$ cat src/rtl/udm_uart_tx.sv
// UART transmitter: byte FIFO feeding an 8N1 / 8-parity-1 serialiser on tx_o, LSB first.
// Latency: byte written into an empty FIFO while idle is popped one edge later, when tx_o falls.
// Backpressure: wr_ack_o = wr_req_i & ~full_o; a write while full is dropped, even if a pop happens that cycle.
module udm_uart_tx #(
  parameter int FIFO_DEPTH = 8,
  parameter int DIV_WIDTH  = 32
) (
  input  logic                          clk_i,
  input  logic                          rst_i,
  input  logic [DIV_WIDTH-1:0]          divider_i,
  input  logic                          parity_en_i,
  input  logic                          parity_odd_i,
  input  logic                          wr_req_i,
  input  logic [7:0]                    wr_data_i,
  output logic                          wr_ack_o,
  output logic                          full_o,
  output logic [$clog2(FIFO_DEPTH):0]   count_o,
  output logic                          busy_o,
  output logic                          tx_o
);

  localparam int AW = $clog2(FIFO_DEPTH);
  localparam logic [AW:0] DEPTH_C = (AW+1)'(FIFO_DEPTH);

  typedef enum logic [2:0] {
    S_IDLE,
    S_START,
    S_DATA,
    S_PARITY,
    S_STOP
  } state_t;

  // FIFO storage and bookkeeping
  logic [7:0]    mem [FIFO_DEPTH];
  logic [AW-1:0] wr_ptr;
  logic [AW-1:0] rd_ptr;
  logic [AW:0]   count_q;
  logic          fifo_empty;
  logic          wr_en;
  logic          pop;

  // Serialiser state
  state_t               state_q;
  state_t               state_d;
  logic                 tx_q;
  logic                 tx_d;
  logic [DIV_WIDTH-1:0] div_cnt_q;
  logic [DIV_WIDTH-1:0] cfg_div_q;
  logic                 cfg_pen_q;
  logic                 par_bit_q;
  logic [2:0]           bit_idx_q;
  logic [7:0]           shift_q;
  logic                 bit_end;

  assign fifo_empty = (count_q == '0);
  assign full_o     = (count_q == DEPTH_C);
  assign wr_en      = wr_req_i & ~full_o;
  assign wr_ack_o   = wr_en;
  assign count_o    = count_q;
  assign busy_o     = (state_q != S_IDLE);
  assign tx_o       = tx_q;

  // The latched divider is never zero, so the last cycle of a bit is div-1.
  assign bit_end = (div_cnt_q == cfg_div_q - DIV_WIDTH'(1));

  // FIFO pointers and occupancy; pointers wrap naturally since depth is a power of two
  always_ff @(posedge clk_i) begin
    if (rst_i) begin
      wr_ptr  <= '0;
      rd_ptr  <= '0;
      count_q <= '0;
    end else begin
      if (wr_en) wr_ptr <= wr_ptr + AW'(1);
      if (pop)   rd_ptr <= rd_ptr + AW'(1);
      case ({wr_en, pop})
        2'b10:   count_q <= count_q + (AW+1)'(1);
        2'b01:   count_q <= count_q - (AW+1)'(1);
        default: count_q <= count_q;
      endcase
    end
  end

  // FIFO storage write; contents need no reset because occupancy gates every read
  always_ff @(posedge clk_i) begin
    if (wr_en) mem[wr_ptr] <= wr_data_i;
  end

  // FSM state and registered serial line
  always_ff @(posedge clk_i) begin
    if (rst_i) begin
      state_q <= S_IDLE;
      tx_q    <= 1'b1;
    end else begin
      state_q <= state_d;
      tx_q    <= tx_d;
    end
  end

  // Next state, pop request and next line level
  always_comb begin
    state_d = state_q;
    pop     = 1'b0;
    tx_d    = tx_q;
    case (state_q)
      S_IDLE: begin
        tx_d = 1'b1;
        if (!fifo_empty) begin
          pop     = 1'b1;
          state_d = S_START;
          tx_d    = 1'b0;
        end
      end
      S_START: begin
        if (bit_end) begin
          state_d = S_DATA;
          tx_d    = shift_q[0];
        end
      end
      S_DATA: begin
        if (bit_end) begin
          if (bit_idx_q == 3'd7) begin
            if (cfg_pen_q) begin
              state_d = S_PARITY;
              tx_d    = par_bit_q;
            end else begin
              state_d = S_STOP;
              tx_d    = 1'b1;
            end
          end else begin
            // shift_q moves right at this edge, so bit 1 becomes the next line value
            tx_d = shift_q[1];
          end
        end
      end
      S_PARITY: begin
        if (bit_end) begin
          state_d = S_STOP;
          tx_d    = 1'b1;
        end
      end
      S_STOP: begin
        if (bit_end) begin
          if (!fifo_empty) begin
            // chain straight into the next start bit, no idle gap
            pop     = 1'b1;
            state_d = S_START;
            tx_d    = 1'b0;
          end else begin
            state_d = S_IDLE;
            tx_d    = 1'b1;
          end
        end
      end
      default: begin
        state_d = S_IDLE;
        tx_d    = 1'b1;
      end
    endcase
  end

  // Frame datapath: load byte and config on pop, then count cycles per bit and shift data
  always_ff @(posedge clk_i) begin
    if (rst_i) begin
      div_cnt_q <= '0;
      bit_idx_q <= '0;
      shift_q   <= '0;
      cfg_div_q <= DIV_WIDTH'(1);
      cfg_pen_q <= 1'b0;
      par_bit_q <= 1'b0;
    end else if (pop) begin
      shift_q   <= mem[rd_ptr];
      cfg_div_q <= (divider_i == '0) ? DIV_WIDTH'(1) : divider_i;
      cfg_pen_q <= parity_en_i;
      par_bit_q <= (^mem[rd_ptr]) ^ parity_odd_i;
      div_cnt_q <= '0;
      bit_idx_q <= '0;
    end else if (state_q != S_IDLE) begin
      if (bit_end) begin
        div_cnt_q <= '0;
        if (state_q == S_DATA) begin
          shift_q   <= shift_q >> 1;
          bit_idx_q <= bit_idx_q + 3'd1;
        end
      end else begin
        div_cnt_q <= div_cnt_q + DIV_WIDTH'(1);
      end
    end
  end

endmodule

$ cat config.mk
export PLATFORM = sky130hd
export DESIGN_NAME = udm_uart_tx
export DESIGN_NICKNAME = d
export VERILOG_FILES = /design/src/rtl/udm_uart_tx.sv
export SDC_FILE = /design/constraint.sdc
export NUM_CORES = 1
export LEC_CHECK = 0
export CORE_ASPECT_RATIO = 0.75
export CORE_UTILIZATION = 45
export DETAILED_ROUTE_END_ITERATION = 7
export GPL_ROUTABILITY_DRIVEN = 0
export HOLD_SLACK_MARGIN = 0.1
export SLEW_MARGIN = 20
export SYNTH_ARGS = -nofsm -noshare
export SYNTH_HDL_FRONTEND = slang
export SYNTH_SLANG_ARGS = --single-unit
export TNS_END_PERCENT = 50
$ cat constraint.sdc
create_clock -name clk_i -period 5.1 [get_ports clk_i]
set_input_delay 0.765 -clock clk_i [delete_from_list [all_inputs] [get_ports clk_i]]
set_output_delay 0.765 -clock clk_i [all_outputs]
set_load 0.02 [all_outputs]
== After elaboration in Yosys (flattened, before gate mapping) ==
Memories as Yosys holds them, arrays and structs flattened. A register that Yosys moved wholly into a read port is not among the register bits.
Cells that the tools add are included.

* Add/subtract/negate cells: 7
* Equality and inequality tests: 15
* Mux-type cells: 31
* Bitwise gates (word level): 3
* Reductions and logical operators: 14

{| class="wikitable"
|+ Operators with widths
! operator !! number
|-
| $mux 32 || 2
|-
| $add 32x1->32 const B || 1
|-
| $eq 32x32->1 || 1
|-
| $logic_not 32->1 || 1
|-
| $mux 8 || 4
|-
| $sub 32x1->32 const B || 1
|-
| $mux 3 || 9
|-
| $pmux 3 s5 || 1
|-
| $mux 1 || 12
|-
| $ne 2x2->1 const B || 6
|-
| $add 3x1->3 const B || 3
|-
| $pmux 4 s2 || 1
|-
| $reduce_bool 2->1 || 4
|-
| $reduce_xor 8->1 || 1
|-
| $eq 3x2->1 const B || 2
|-
| $eq 3x3->1 const B || 2
|-
| $reduce_and 3->1 || 2
|-
| $reduce_and 6->1 || 1
|-
| $pmux 1 s5 || 1
|-
| $add 4x1->4 const B || 1
|-
| $eq 4x4->1 const B || 1
|-
| $logic_not 4->1 || 1
|-
| $reduce_and 4->1 || 1
|-
| $sub 4x1->4 const B || 1
|-
| other kinds (10) || 10
|}

* Register bits: 91
* RAM bits: 64
* Input bits: 45
* Output and inout port bits: 8
* Logic and storage cells: 82
* Memories kept: 1

{| class="wikitable"
|+ Memory list
! name !! words !! width !! read ports !! clocked after Yosys merged registers in !! wr ports !! RTL line !! text
|-
| mem || 8 || 8 || 1 || 1 || 1 || 34 || <nowiki>logic [7:0] mem [FIFO_DEPTH];</nowiki>
|}

== Depth between registers and ports, before layout ==
Gate-level depths: netlist of the first run.

* Depth in word-level cells: 6
* Depth in mapped cells: 21
* Mapped depth without buffers: 18

== Worst setup path before layout of the first run ==
No wires, ideal clock.

* Kind: register -> register
* Start: reg cfg_div_q[2]
* End: reg count_q[2], in the netlist count_o[2]
* Setup time: 70 ps
* Arrival time: 4092 ps
* Required time: 5030 ps
* Path slack: 938 ps
* Cell stages (with the launch flop): 19
* Path buffers: 2
* Clock period less this slack: 4162 ps
* Cells stage by stage: dfxtp_1 -> buf_4 -> or4_4 -> or3_4 -> nor3_1 -> mux2_2 -> a21oi_1 -> nand4b_1 -> o21ai_2 -> buf_2 -> nand2_1 -> inv_1 -> ha_1 -> xor2_1 -> ha_1 -> a21oi_1 -> xor2_1 -> or3_1 -> a21oi_1

* Cells in the longest elaborated chain, start to end: 6
* Elaborated cells between the ends (all ways): 8
* Those cells by class: add/sub (1); eq/ne (3); mux (3); reduce/logical (1)

{| class="wikitable"
|+ Ends and longest elaborated chain
! item !! RTL line !! text
|-
| start, declared || 48 || <nowiki>logic [DIV_WIDTH-1:0] cfg_div_q;</nowiki>
|-
| start signal, assigned || 172 || <nowiki>cfg_div_q <= (divider_i == '0) ? DIV_WIDTH'(1) : divider_i;</nowiki>
|-
| $sub 32x1->32 * || 64 || <nowiki>assign bit_end = (div_cnt_q == cfg_div_q - DIV_WIDTH'(1));</nowiki>
|-
| $eq 32x32->1 * || 64 ||
|-
| $mux 1 * || 142 || <nowiki>if (bit_end) begin</nowiki>
|-
| $pmux 1 s2 * || 104 || <nowiki>case (state_q)</nowiki>
|-
| $eq 2x1->1 / $eq 2x2->1 (equally long branches) || 75 || <nowiki>case ({wr_en, pop})</nowiki>
|-
| $pmux 4 s2 / $reduce_bool 2->1 (equally long branches) || - ||
|-
| end signal, assigned || 76 || <nowiki>2'b10: count_q <= count_q + (AW+1)'(1);</nowiki>
|-
| end signal, assigned || 77 || <nowiki>2'b01: count_q <= count_q - (AW+1)'(1);</nowiki>
|-
| end signal, assigned || 78 || <nowiki>default: count_q <= count_q;</nowiki>
|-
| end, declared || 37 || <nowiki>logic [AW:0] count_q;</nowiki>
|}

Mark *: on every way between the ends. The rest lies on a longest branch, timed or not.
A chain may end at the register's enable or synchronous reset.

== Worst setup path after layout of the first run ==
Same ends and word-level chain as after synthesis.

==> results.toml, run 1 <==
[power_and_ir_drop]
power_leakage_nw = 3.171
power_density_nw_per_um2 = 561.4
seq_power_share = 0.348
p_sw_mw = 1.961
power_frac_comb = 0.385
pwr-share-clk = 0.266
internal_power_mw = 3.250
switching_share = 0.3762
vdd_drop_max_mv = 0.2521

[setup_path]
r2r-end = "count_o[2]"
r2r-start = "cfg_div_q[2]"
reg2regPathDepth = 16
cp-startpoint = "cfg_div_q[2]"
critPathCaptureType = "flop"
r2r_slack_ns = 0.70
start_kind = "flop"
path_class = "reg -> reg"
critical_path_required_ns = 5.45
crit_arrival_ns = 4.75
crit_path_max_fanout = 9

[cells_and_area]
nets = 822
area_growth_pct = 17.24
layout-drive-gt1-share = 0.1434
antenna_cells = 0
final_common_cell = "dfxtp_1"
utilization = 0.5450
final_cell_mix = "94 x dfxtp_1, 64 x edfxtp_1, 57 x nor2_1"
final_area_um2 = 9281

[yosys]
synth-edff-count = 64
synth_seq_cells = 158
ys.flop_type = "dfxtp_1"
synth_cell_types = 74
async_flop_share = 0
syn-mean-instance-area_um2 = 10.90
syn_inst = 726
yosysSeqAreaShare = 0.4805
netlist_area_um2 = 7916
synth.net_count = 780
synth.yosys.warnings = 0

[clock_network]
cts_tree = "built"
cts_root_buf = "clkbuf_16"
post_cts_buffers = 0
postCtsHoldBufs = 0
cts_buffers = 17
clock-sinks = 158
cts-resized-gates = 0
worstSkewPairLatency_ns = 0.42
clockBufferDepth = 2
htree_num_levels = 4
clkTransAtPathRegs_ns = 0.07

[timing]
period_minus_slack_ns = 4.395
skew_ns = 0.009556
setup_ws_ns = 0.7049
relSlewSlack = 0.3549
drv_slew = 0
fin_crit_sh = 0.8618
rsz0062_at_grt = "no"
whs_ns = 0.4813
finalSetupTns_ns = 0
fmax_mhz = 227.5
setup_viol = 0
tightest_slew_ns = 0.9634
hold_viol = 0

[detailed_routing]
via_per_inst = 5.705
vias = 5802
drcViolationCount = 0
antenna_left = 0
routed_wl_um = 18200
dr.pass1.iters = 6
wl_per_cell_um = 17.90
drtIter0Drc = 471

[global_route]
grt_first_pass_wirelength_um = 29230
grt_pass1_vias = 5612
grt_max_degree = 32
antenna_found_initial = 0
grt.overflow.total = 0
track_usage = 0.2114

[die]
rows = 41
start_util = 0.4648
io_pins = 53
die_area_um2 = 18130
die_height_um = 116.9
core_area_um2 = 17030
fp.dieW_um = 155.2

[min_path]
hold_depth = 2
holdPathEnd = "par_bit_q"
min_from = "par_bit_q"
min-delay-path-class = "reg -> reg"

[place]
portBuffers = 52
placed_cell_area_um2 = 8628
dp_worst_setup_slack_ns = 0.7847
dp.final_hpwl_um = 13210

[outcome]
outcome = "complete, no violations"

[job]
drv_cap = 0
synth_stat cells (6+ instances only):
cell,number,share of area
a21boi_0,8,0.0076
a21oi_1,17,0.011
a22o_1,31,0.034
a31oi_1,10,0.0079
and3_1,8,0.0063
buf_2,8,0.0051
clkbuf_1,21,0.010
dfxtp_1,94,0.24
edfxtp_1,64,0.24
ha_1,9,0.014
inv_1,16,0.0076
mux2i_1,21,0.027
mux4_2,16,0.046
nand2_1,33,0.016
nand3_1,20,0.013
nand3b_1,8,0.0076
nand4_1,12,0.0095
nor2_1,57,0.027
nor2_2,24,0.019
nor2b_1,10,0.0079
nor3_1,21,0.013
nor4_1,19,0.015
o21ai_0,15,0.0095
o22ai_1,6,0.0047
or3_1,7,0.0055
or4_1,6,0.0057
xnor2_1,49,0.054
xor2_1,33,0.037
how the worst max path moves through the flow:
stage,cells past startpoint,endpoint
6_report,16,count_o[2]
5_1_grt,16,count_o[2]
4_1_cts,16,count_o[2]
3_5_place_dp,16,count_o[2]
3_3_place_gp,16,count_o[2]
2_1_floorplan,18,count_o[2]
registers in the layout, indices dropped and copies added, names as in the netlist, 3 cells and up, named ones only:
name	flops
bit_idx_q	3
cfg_div_q	32
count_o	4
div_cnt_q	32
mem	64
rd_ptr	3
shift_q	8
state_q	3
wr_ptr	3
power by group through the flow:
| stage | clock network, mW | registers (mW) | logic (mW) |
|---|---|---|---|
| floorplan | 0 | 1.69 | 1.65 |
| global placement | 0 | 1.82 | 1.95 |
| detailed placement | 0 | 1.84 | 1.97 |
| CTS | 1.41 | 1.81 | 1.99 |
| global route | 1.47 | 1.85 | 2.19 |
| finish | 1.39 | 1.81 | 2.01 |
final cells by class:
class | count | area, um^2
clock inverters | 15 | 227.7
multi-input cells | 513 | 3874
fillers | 1486 | 7750
clock buffers | 17 | 425.4
flip-flops and latches | 158 | 3804
repair buffers | 62 | 595.6
well taps | 236 | 295.3
inverters | 16 | 60.06
stage by stage:
stage	power (mW)	instances
final	5.211	1017
after detailed placement	3.809	985
after global placement	3.776	985
after global routing	5.512	1017
after floorplan	3.340	726
after CTS	5.214	1017
worst max-delay path, stage by stage (launching register included):
cell and delay, ns:
dfxtp_1 0.42, nor4_4 0.54, nand4b_1 0.27, or4b_1 0.52
o211a_1 0.12, o22ai_1 0.27, nand4b_1 0.32, o21ai_2 0.24
nand2_1 0.19, inv_1 0.16, ha_1 0.27, xor2_1 0.18
ha_1 0.17, a21oi_1 0.05, xor2_1 0.16, or3_1 0.31
a21oi_1 0.13
per-layer routing:
layer,vias up,wire [um],track usage
met1,2835,9163,0.3065
met5,-,0,0
met4,0,148,0.05743
li1,2780,-,-
met2,173,7867,0.3198
met3,14,1025,0.04455
kinds of logic after synthesis:
| family | Yosys count | synth area share |
|---|---|---|
| compound gates | 120 | 0.1132 |
| xor+xnor | 82 | 0.09072 |
| fa+ha+maj | 9 | 0.01423 |
| buf+inv | 55 | 0.03430 |
| flops | 158 | 0.4805 |
| mux | 41 | 0.07776 |
| simple gates | 261 | 0.1893 |
No activity file was read; power rests on OpenSTA's default activity.
==> run 2, diff against run 1 <==
--- a/config.mk
+++ b/config.mk
@@ -10,7 +10,6 @@
 export DETAILED_ROUTE_END_ITERATION = 7
 export GPL_ROUTABILITY_DRIVEN = 0
 export HOLD_SLACK_MARGIN = 0.1
-export SLEW_MARGIN = 20
 export SYNTH_ARGS = -nofsm -noshare
 export SYNTH_HDL_FRONTEND = slang
 export SYNTH_SLANG_ARGS = --single-unit
==> results of run 2 <==
No change in the layout: final DEF, timing and power equal those of run 1.
==> run 3, diff against run 2 <==
--- a/config.mk
+++ b/config.mk
@@ -7,6 +7,7 @@
 export LEC_CHECK = 0
 export CORE_ASPECT_RATIO = 0.75
 export CORE_UTILIZATION = 45
+export CTS_CLUSTER_DIAMETER = 100
 export DETAILED_ROUTE_END_ITERATION = 7
 export GPL_ROUTABILITY_DRIVEN = 0
 export HOLD_SLACK_MARGIN = 0.1
==> results of run 3 <==
No change in the layout: final DEF, timing and power equal those of run 1.
